$ cat src/rtl/vga_pkg.sv
// Shared VGA timing constants, colour type and test-bar palette
// for the Simon Says display controller.
package vga_pkg;

  localparam int RGB_W = 12;

  localparam int HD = 640;
  localparam int HF = 16;
  localparam int HR = 96;
  localparam int HB = 48;
  localparam int HT = HD + HF + HR + HB;

  localparam int VD = 480;
  localparam int VF = 10;
  localparam int VR = 2;
  localparam int VB = 33;
  localparam int VT = VD + VF + VR + VB;

  typedef logic [RGB_W-1:0] rgb_t;

  localparam rgb_t BAR_WHITE   = 12'hFFF;
  localparam rgb_t BAR_YELLOW  = 12'hFF0;
  localparam rgb_t BAR_CYAN    = 12'h0FF;
  localparam rgb_t BAR_GREEN   = 12'h0F0;
  localparam rgb_t BAR_MAGENTA = 12'hF0F;
  localparam rgb_t BAR_RED     = 12'hF00;
  localparam rgb_t BAR_BLUE    = 12'h00F;
  localparam rgb_t BAR_BLACK   = 12'h000;

  // Colour of the vertical test bar picked by h[9:7].
  function automatic rgb_t test_bar(input logic [2:0] idx);
    rgb_t c;
    unique case (idx)
      3'd0: c = BAR_WHITE;
      3'd1: c = BAR_YELLOW;
      3'd2: c = BAR_CYAN;
      3'd3: c = BAR_GREEN;
      3'd4: c = BAR_MAGENTA;
      3'd5: c = BAR_RED;
      3'd6: c = BAR_BLUE;
      default: c = BAR_BLACK;
    endcase
    return c;
  endfunction

endpackage

$ cat src/rtl/vga_raster_counter.sv
// Pixel-tick divider plus horizontal/vertical raster counters
// and the line/frame start strobes.
module vga_raster_counter #(
  parameter int CLK_DIV = 4,
  parameter int HT      = 800,
  parameter int VT      = 525
) (
  input  logic       clk,
  input  logic       rst,
  input  logic       enable,
  output logic [9:0] h,
  output logic [9:0] v,
  output logic       pixel_tick,
  output logic       line_start,
  output logic       frame_start
);

  logic [3:0] div_q, div_d;
  logic [9:0] h_q, h_d;
  logic [9:0] v_q, v_d;
  logic       tick;

  assign tick        = enable && (div_q == 4'(CLK_DIV - 1));
  assign pixel_tick  = tick;
  assign line_start  = tick && (h_q == 10'd0);
  assign frame_start = line_start && (v_q == 10'd0);
  assign h           = h_q;
  assign v           = v_q;

  // Next divider/counter state; idle forces everything back to origin.
  always_comb begin
    div_d = div_q;
    h_d   = h_q;
    v_d   = v_q;
    if (!enable) begin
      div_d = '0;
      h_d   = '0;
      v_d   = '0;
    end else begin
      div_d = tick ? 4'd0 : div_q + 4'd1;
      if (tick) begin
        if (h_q == 10'(HT - 1)) begin
          h_d = '0;
          v_d = (v_q == 10'(VT - 1)) ? 10'd0 : v_q + 10'd1;
        end else begin
          h_d = h_q + 10'd1;
        end
      end
    end
  end

  // Counter state registers.
  always_ff @(posedge clk or posedge rst) begin
    if (rst) begin
      div_q <= '0;
      h_q   <= '0;
      v_q   <= '0;
    end else begin
      div_q <= div_d;
      h_q   <= h_d;
      v_q   <= v_d;
    end
  end

endmodule

$ cat src/rtl/vga_display_ctrl.sv
// VGA raster sequencer with fixed-priority layer arbitration.
// Optional macro VGA_TEST_PATTERN_EN adds test_mode colour bars.
module vga_display_ctrl #(
  parameter int CLK_DIV = 4,
  parameter int HD      = vga_pkg::HD,
  parameter int HF      = vga_pkg::HF,
  parameter int HR      = vga_pkg::HR,
  parameter int HB      = vga_pkg::HB,
  parameter int VD      = vga_pkg::VD,
  parameter int VF      = vga_pkg::VF,
  parameter int VR      = vga_pkg::VR,
  parameter int VB      = vga_pkg::VB
) (
  input  logic                       clk,
  input  logic                       reset,
  input  logic                       enable,
`ifdef VGA_TEST_PATTERN_EN
  input  logic                       test_mode,
`endif
  input  logic [2:0]                 layer_req,
  input  logic [3*vga_pkg::RGB_W-1:0] layer_rgb,
  input  logic [vga_pkg::RGB_W-1:0]  bg_rgb,
  output logic [9:0]                 x_pos,
  output logic [9:0]                 y_pos,
  output logic                       pixel_tick,
  output logic                       line_start,
  output logic                       frame_start,
  output logic                       h_sync,
  output logic                       v_sync,
  output logic                       video_on,
  output logic [vga_pkg::RGB_W-1:0]  rgb,
  output logic [2:0]                 layer_grant
);

  import vga_pkg::*;

  localparam int H_TOT = HD + HF + HR + HB;
  localparam int V_TOT = VD + VF + VR + VB;

  logic [9:0] h, v;
  logic       tick;
  logic       active;

  logic       hs_q, hs_d;
  logic       vs_q, vs_d;
  logic       von_q, von_d;
  rgb_t       rgb_q, rgb_d;
  logic [2:0] gnt_q, gnt_d;

  vga_raster_counter #(
    .CLK_DIV (CLK_DIV),
    .HT      (H_TOT),
    .VT      (V_TOT)
  ) u_cnt (
    .clk         (clk),
    .rst         (reset),
    .enable      (enable),
    .h           (h),
    .v           (v),
    .pixel_tick  (tick),
    .line_start  (line_start),
    .frame_start (frame_start)
  );

  assign x_pos      = h;
  assign y_pos      = v;
  assign pixel_tick = tick;
  assign active     = (h < 10'(HD)) && (v < 10'(VD));

  // Decode of the current pixel, captured only on pixel_tick.
  always_comb begin
    hs_d  = hs_q;
    vs_d  = vs_q;
    von_d = von_q;
    rgb_d = rgb_q;
    gnt_d = gnt_q;
    if (!enable) begin
      hs_d  = 1'b1;
      vs_d  = 1'b1;
      von_d = 1'b0;
      rgb_d = '0;
      gnt_d = '0;
    end else if (tick) begin
      hs_d  = !((h >= 10'(HD + HF)) &&
                (h <  10'(HD + HF + HR)));
      vs_d  = !((v >= 10'(VD + VF)) &&
                (v <  10'(VD + VF + VR)));
      von_d = active;
      rgb_d = '0;
      gnt_d = '0;
      if (active) begin
`ifdef VGA_TEST_PATTERN_EN
        if (test_mode) begin
          rgb_d = test_bar(h[9:7]);
        end else
`endif
        if (layer_req[0]) begin
          rgb_d = layer_rgb[0*RGB_W +: RGB_W];
          gnt_d = 3'b001;
        end else if (layer_req[1]) begin
          rgb_d = layer_rgb[1*RGB_W +: RGB_W];
          gnt_d = 3'b010;
        end else if (layer_req[2]) begin
          rgb_d = layer_rgb[2*RGB_W +: RGB_W];
          gnt_d = 3'b100;
        end else begin
          rgb_d = bg_rgb;
        end
      end
    end
  end

  // Output stage, one pixel behind the counters.
  always_ff @(posedge clk or posedge reset) begin
    if (reset) begin
      hs_q  <= 1'b1;
      vs_q  <= 1'b1;
      von_q <= 1'b0;
      rgb_q <= '0;
      gnt_q <= '0;
    end else begin
      hs_q  <= hs_d;
      vs_q  <= vs_d;
      von_q <= von_d;
      rgb_q <= rgb_d;
      gnt_q <= gnt_d;
    end
  end

  assign h_sync      = hs_q;
  assign v_sync      = vs_q;
  assign video_on    = von_q;
  assign rgb         = rgb_q;
  assign layer_grant = gnt_q;

endmodule

$ cat config.mk
export PLATFORM = sky130hd
export DESIGN_NAME = vga_display_ctrl
export DESIGN_NICKNAME = d
export VERILOG_FILES = /design/src/rtl/vga_pkg.sv /design/src/rtl/vga_raster_counter.sv /design/src/rtl/vga_display_ctrl.sv
export SDC_FILE = /design/constraint.sdc
export NUM_CORES = 1
export LEC_CHECK = 0
export ABC_AREA = 1
export CORE_UTILIZATION = 25
export CTS_CLUSTER_DIAMETER = 40
export CTS_CLUSTER_SIZE = 24
export DETAILED_ROUTE_END_ITERATION = 10
export GPL_TIMING_DRIVEN = 1
export SLEW_MARGIN = 20
export SYNTH_ARGS = -nofsm -noshare
export SYNTH_HDL_FRONTEND = slang
export SYNTH_HIERARCHICAL = 1
export SYNTH_SLANG_ARGS = --single-unit
$ cat constraint.sdc
create_clock -name clk -period 2.34 [get_ports clk]
set_input_delay 0.468 -clock clk [delete_from_list [all_inputs] [get_ports clk]]
set_output_delay 0.468 -clock clk [all_outputs]
set_load 0.005 [all_outputs]
-- Yosys cells after proc, flatten, opt, wreduce, memory -nomap -nowiden
Cells that the tools add are included.
- $add $sub $neg: 3
- magnitude comparators: 6
- eq/ne operators: 5
- muxes and demuxes: 27
- reductions and logical operators: 11
- operators by type and width (operator ; number):
    $mux 12 ; 6
    $mux 10 ; 7
    $add 10x1->10 const B ; 2
    $eq 10x10->1 const B ; 2
    $logic_not 10->1 ; 2
    $lt 10x10->1 const B ; 2
    $lt 10x9->1 const B ; 2
    $mux 3 ; 6
    $ge 10x10->1 const B ; 1
    $ge 10x9->1 const B ; 1
    $mux 4 ; 2
    $logic_and 1x1->1 ; 6
    $mux 1 ; 6
    $add 4x1->4 const B ; 1
    $eq 4x2->1 const B ; 1
    $ne 2x1->1 const B ; 2
    $logic_not 1->1 ; 2
    $reduce_and 2->1 ; 1
- flip-flop bits (word level): 42
- bits of input ports: 54
- output and inout port bits: 41
- word-level logic and storage cells: 60

-- Logic depth before layout (Yosys ltp)
- word-level depth: 6
- depth in mapped cells: 10
- depth with buffers taken out: 10

-- Cells and area by module
The synthesis kept the hierarchy.
- modules (own cells, without submodules) (module ; times used ; cells each ; area each (um^2) ; seq. area each (um^2)):
    vga_raster_counter ; 1 ; 196 ; 1549.0 ; 600.6
    vga_display_ctrl ; 1 ; 169 ; 1166.1 ; 452.9

-- Worst setup path after synthesis
OpenSTA, ideal clock, no wires.
- kind: input port to output port
- from: input enable
- to: output frame_start
- arrival time: 1.166 ns
- data required time: 1.872 ns
- setup slack: 0.706 ns
- cell stages on the path: 5
- path buffers: 1
- cell sequence: buf_6 > inv_1 > nor2_2 > inv_1 > nor3_1
- longest elaborated chain between the ends: 3
- ends and longest elaborated chain (what ; RTL line ; source):
    start, declared ; vga_display_ctrl.sv:16 ; input logic enable,
    $logic_and 1x1->1 ; vga_raster_counter.sv:23 ; assign tick = enable && (div_q == 4'(CLK_DIV - 1));
    named net pixel_tick ; vga_display_ctrl.sv:25 ; output logic pixel_tick,
    $logic_and 1x1->1 ; vga_raster_counter.sv:25 ; assign line_start = tick && (h_q == 10'd0);
    $logic_and 1x1->1 ; vga_raster_counter.sv:26 ; assign frame_start = line_start && (v_q == 10'd0);
    end, declared ; vga_display_ctrl.sv:27 ; output logic frame_start,
The timed path passes the listed nets, and every way through them passes these cells.

-- Worst setup path after layout
- from: input enable
- to: output pixel_tick
- longest elaborated chain between the ends: 1
- ends and longest elaborated chain (what ; RTL line):
    $logic_and 1x1->1 ; vga_raster_counter.sv:23
    end, declared ; vga_display_ctrl.sv:25
Every way passes these cells.

==> impl_metrics.json <==
{
  "outcome": "finished clean",
  "rows": 37,
  "timing.rr.end": "rgb[11]",
  "yosysWarnings": 6,
  "crit_fanout": 5,
  "r2r_start": "u_cnt/div_q[0]",
  "h-tree-depth": 2,
  "insertion_delay_ns": 0.30,
  "fin_worst_skew_ns": 0.0117,
  "avgViaCountPerCell": 4.52,
  "nFillCells": 1055,
  "avgSynthCellArea_um2": 7.44,
  "setup_viol": 0,
  "wl_per_cell_um": 13.4,
  "dp_hpwl_um": 6180,
  "synth_compound_area_frac": 0.0853,
  "fp.dieH_um": 106,
  "syn_area_um2": 2720,
  "ioPinCount": 95,
  "utilization": 0.380,
  "routabilityCongestion": 0.828,
  "syn_inst": 365,
  "nets": 535,
  "synth-simple-area-share": 0.377,
  "grt_max_degree": 25,
  "max_freq_ghz": 0.444,
  "drc_errors": 0,
  "synthesis.nets": 424,
  "layout.cells.most_common": "nand2_1",
  "vias": 2770,
  "rr_worst_depth": 11,
  "grt_pass1_vias": 2709,
  "grt.total_usage": 0.147,
  "synth-edff-count": 0,
  "dominantRegCellSynth": "dfrtp_1",
  "synth_top_family_by_area": "simple AND/OR/NAND/NOR gates",
  "path_class": "in -> out",
  "cts.sinks": 42,
  "synthMuxAreaShare": 0,
  "worst_pin_slew_ns": 0.688,
  "cts_made_buffers": 5,
  "clockBufferDepth": 2,
  "dieArea_um2": 11300,
  "layout_common_cells": "nand2_1, clkdlybuf4s50_1, dfrtp_1",
  "yosys.area_share.xor_xnor": 0.0226,
  "hold_slack_ns": 0.464,
  "slew_viol_final": 0,
  "power_density_nw_per_um2": 393,
  "cts_tree": "yes",
  "cpMostUsedCell": "clkdlybuf4s50_1",
  "slew_headroom": 0.541,
  "start_util": 0.261,
  "fp.dieW_um": 106,
  "grt_pass1_wl_um": 13400,
  "fp.coreArea_um2": 10400,
  "ys_seq_area_frac": 0.388,
  "hp-start": "u_cnt/div_q[0]",
  "crit_chain": "clkdlybuf4s50_1, inv_1, nor2_2, buf_4, clkdlybuf4s50_1",
  "ys_ff_latch": 42,
  "yosysUniqueCellTypes": 36,
  "hold-path-cell-count": 1,
  "holdBufCountCts": 0,
  "final_hold_viol_count": 0,
  "wirelength_um": 8200,
  "clk_pin_slew_ns": 0.09,
  "leakage_nw": 1.81,
  "drv_cap": 0,
  "layout-drive-gt1-share": 0.115,
  "min_path_type": "reg -> reg",
  "slowest_delay_ns": 0.50,
  "drt_iter0_drc": 162,
  "arrival_ns": 1.78,
  "cp-start-kind": "input port",
  "antenna_found_initial": 0,
  "vdd_drop_max_v": 0.000195,
  "async_flop_share": 1.00,
  "root_buffer": "clkbuf_8",
  "hold_path_end": "u_cnt/div_q[0]",
  "crit_required_ns": 1.87,
  "rrSetupSlack_ns": 0.55,
  "endpoint_kind": "output port",
  "fin_crit_sh": 0.962,
  "min_period_ns": 2.25,
  "overflow": 0,
  "synthAdderAreaFrac": 0.0230,
  "portBuffers": 94,
  "antenna_cells": 0,
  "antenna_left": 0,
  "crit_slowest_cell": "clkdlybuf4s50_1",
  "rsz0062_at_grt": "no",
  "area_growth_pct": 45.8,
  "detail_route.first_pass.iterations": 4
}
## repair_timing
action / CTS / global route
setup endpoints to repair: 2 / 1
gates resized for setup: 4 / 2
pin swaps: 1 / 1
buffers inserted: 3 / 0
## sequential cells by signal, summed over array words and instances, names as in the netlist
| name | flops |
|---|---|
| u_cnt/v | 10 |
| rgb | 12 |
| layer_grant | 3 |
| video_on | 1 |
| u_cnt/div_q | 4 |
| h_sync | 1 |
| u_cnt/h | 10 |
| v_sync | 1 |
## routing by layer
layer  part of all wire  global-route usage
met2               0.45               0.249
met5                  0                   0
met4             0.0079              0.0308
met1               0.46               0.189
met3              0.081              0.0356
## how the worst max path moves through the flow
stage                   to  slack (ns)  cells after the start        from
2_1_floorplan  frame_start        0.71                      5      enable
3_3_place_gp   frame_start       -0.06                      6      enable
3_5_place_dp   frame_start       -0.09                      6      enable
4_1_cts         pixel_tick        0.08                      5      enable
5_1_grt        frame_start      0.0006                      8  u_cnt/h[0]
6_report        pixel_tick        0.09                      5      enable
## area by class of cell
type / count / area, um2 / share of cell area
Multi-Input combinational cell: 271 / 1400 / 0.353
Clock buffer: 6 / 72.6 / 0.0183
Timing Repair Buffer: 115 / 1100 / 0.277
Inverter: 41 / 154 / 0.0389
Clock inverter: 2 / 13.8 / 0.00348
Tap cell: 136 / 170 / 0.0430
Sequential cell: 42 / 1050 / 0.266
## kinds of logic (layout without fill, tap and decap cells)
family                   count (synthesis)  after routing
AO/OA/AOI/OAI                           41             41
XOR/XNOR                                 7              7
adder cells (fa/ha/maj)                  5              5
buffers and inverters                   52            164
flip-flops                              42             42
AND/OR/NAND/NOR                        218            218
## synth_stat cells (5+ instances only)
library cell,n,area share
a21oi_1,11,0.020
xor2_1,6,0.019
nand4_2,5,0.023
o22ai_1,11,0.025
inv_1,38,0.053
buf_6,5,0.021
nand4_1,7,0.016
nand2_1,120,0.17
nor2_1,37,0.051
nor3_1,6,0.011
nand3_1,26,0.048
dfrtp_1,40,0.37
o21ai_0,14,0.026
ha_1,5,0.023
## report_power, final
group / switching (mW) / total [mW] / internal (mW)
Combinational: 0.152 / 0.319 / 0.167
Clock: 0.271 / 0.482 / 0.211
Sequential: 0.0110 / 0.756 / 0.745
## per-stage QoR
| step | cell area, um2 | cells | TNS [ns] | setup slack (ns) | total power [mW] |
|---|---|---|---|---|---|
| after floorplan | 2720 | 365 | 0 | 0.706 | 0.923 |
| after global placement | 3830 | 602 | -0.0601 | -0.0601 | 1.08 |
| after detailed placement | 3830 | 602 | -0.0916 | -0.0916 | 1.08 |
| after CTS | 3950 | 613 | 0 | 0.0847 | 1.57 |
| after global routing | 3960 | 613 | 0 | 0.000623 | 1.64 |
| final | 3960 | 613 | 0 | 0.0886 | 1.56 |
## worst max-delay path, delay by kind of cell
| kind | cells | cell delay, ns |
|---|---|---|
| buffers and inverters | 4 | 1.19 |
| and+or+nand+nor | 1 | 0.12 |
(Power assumes the default switching activity.)
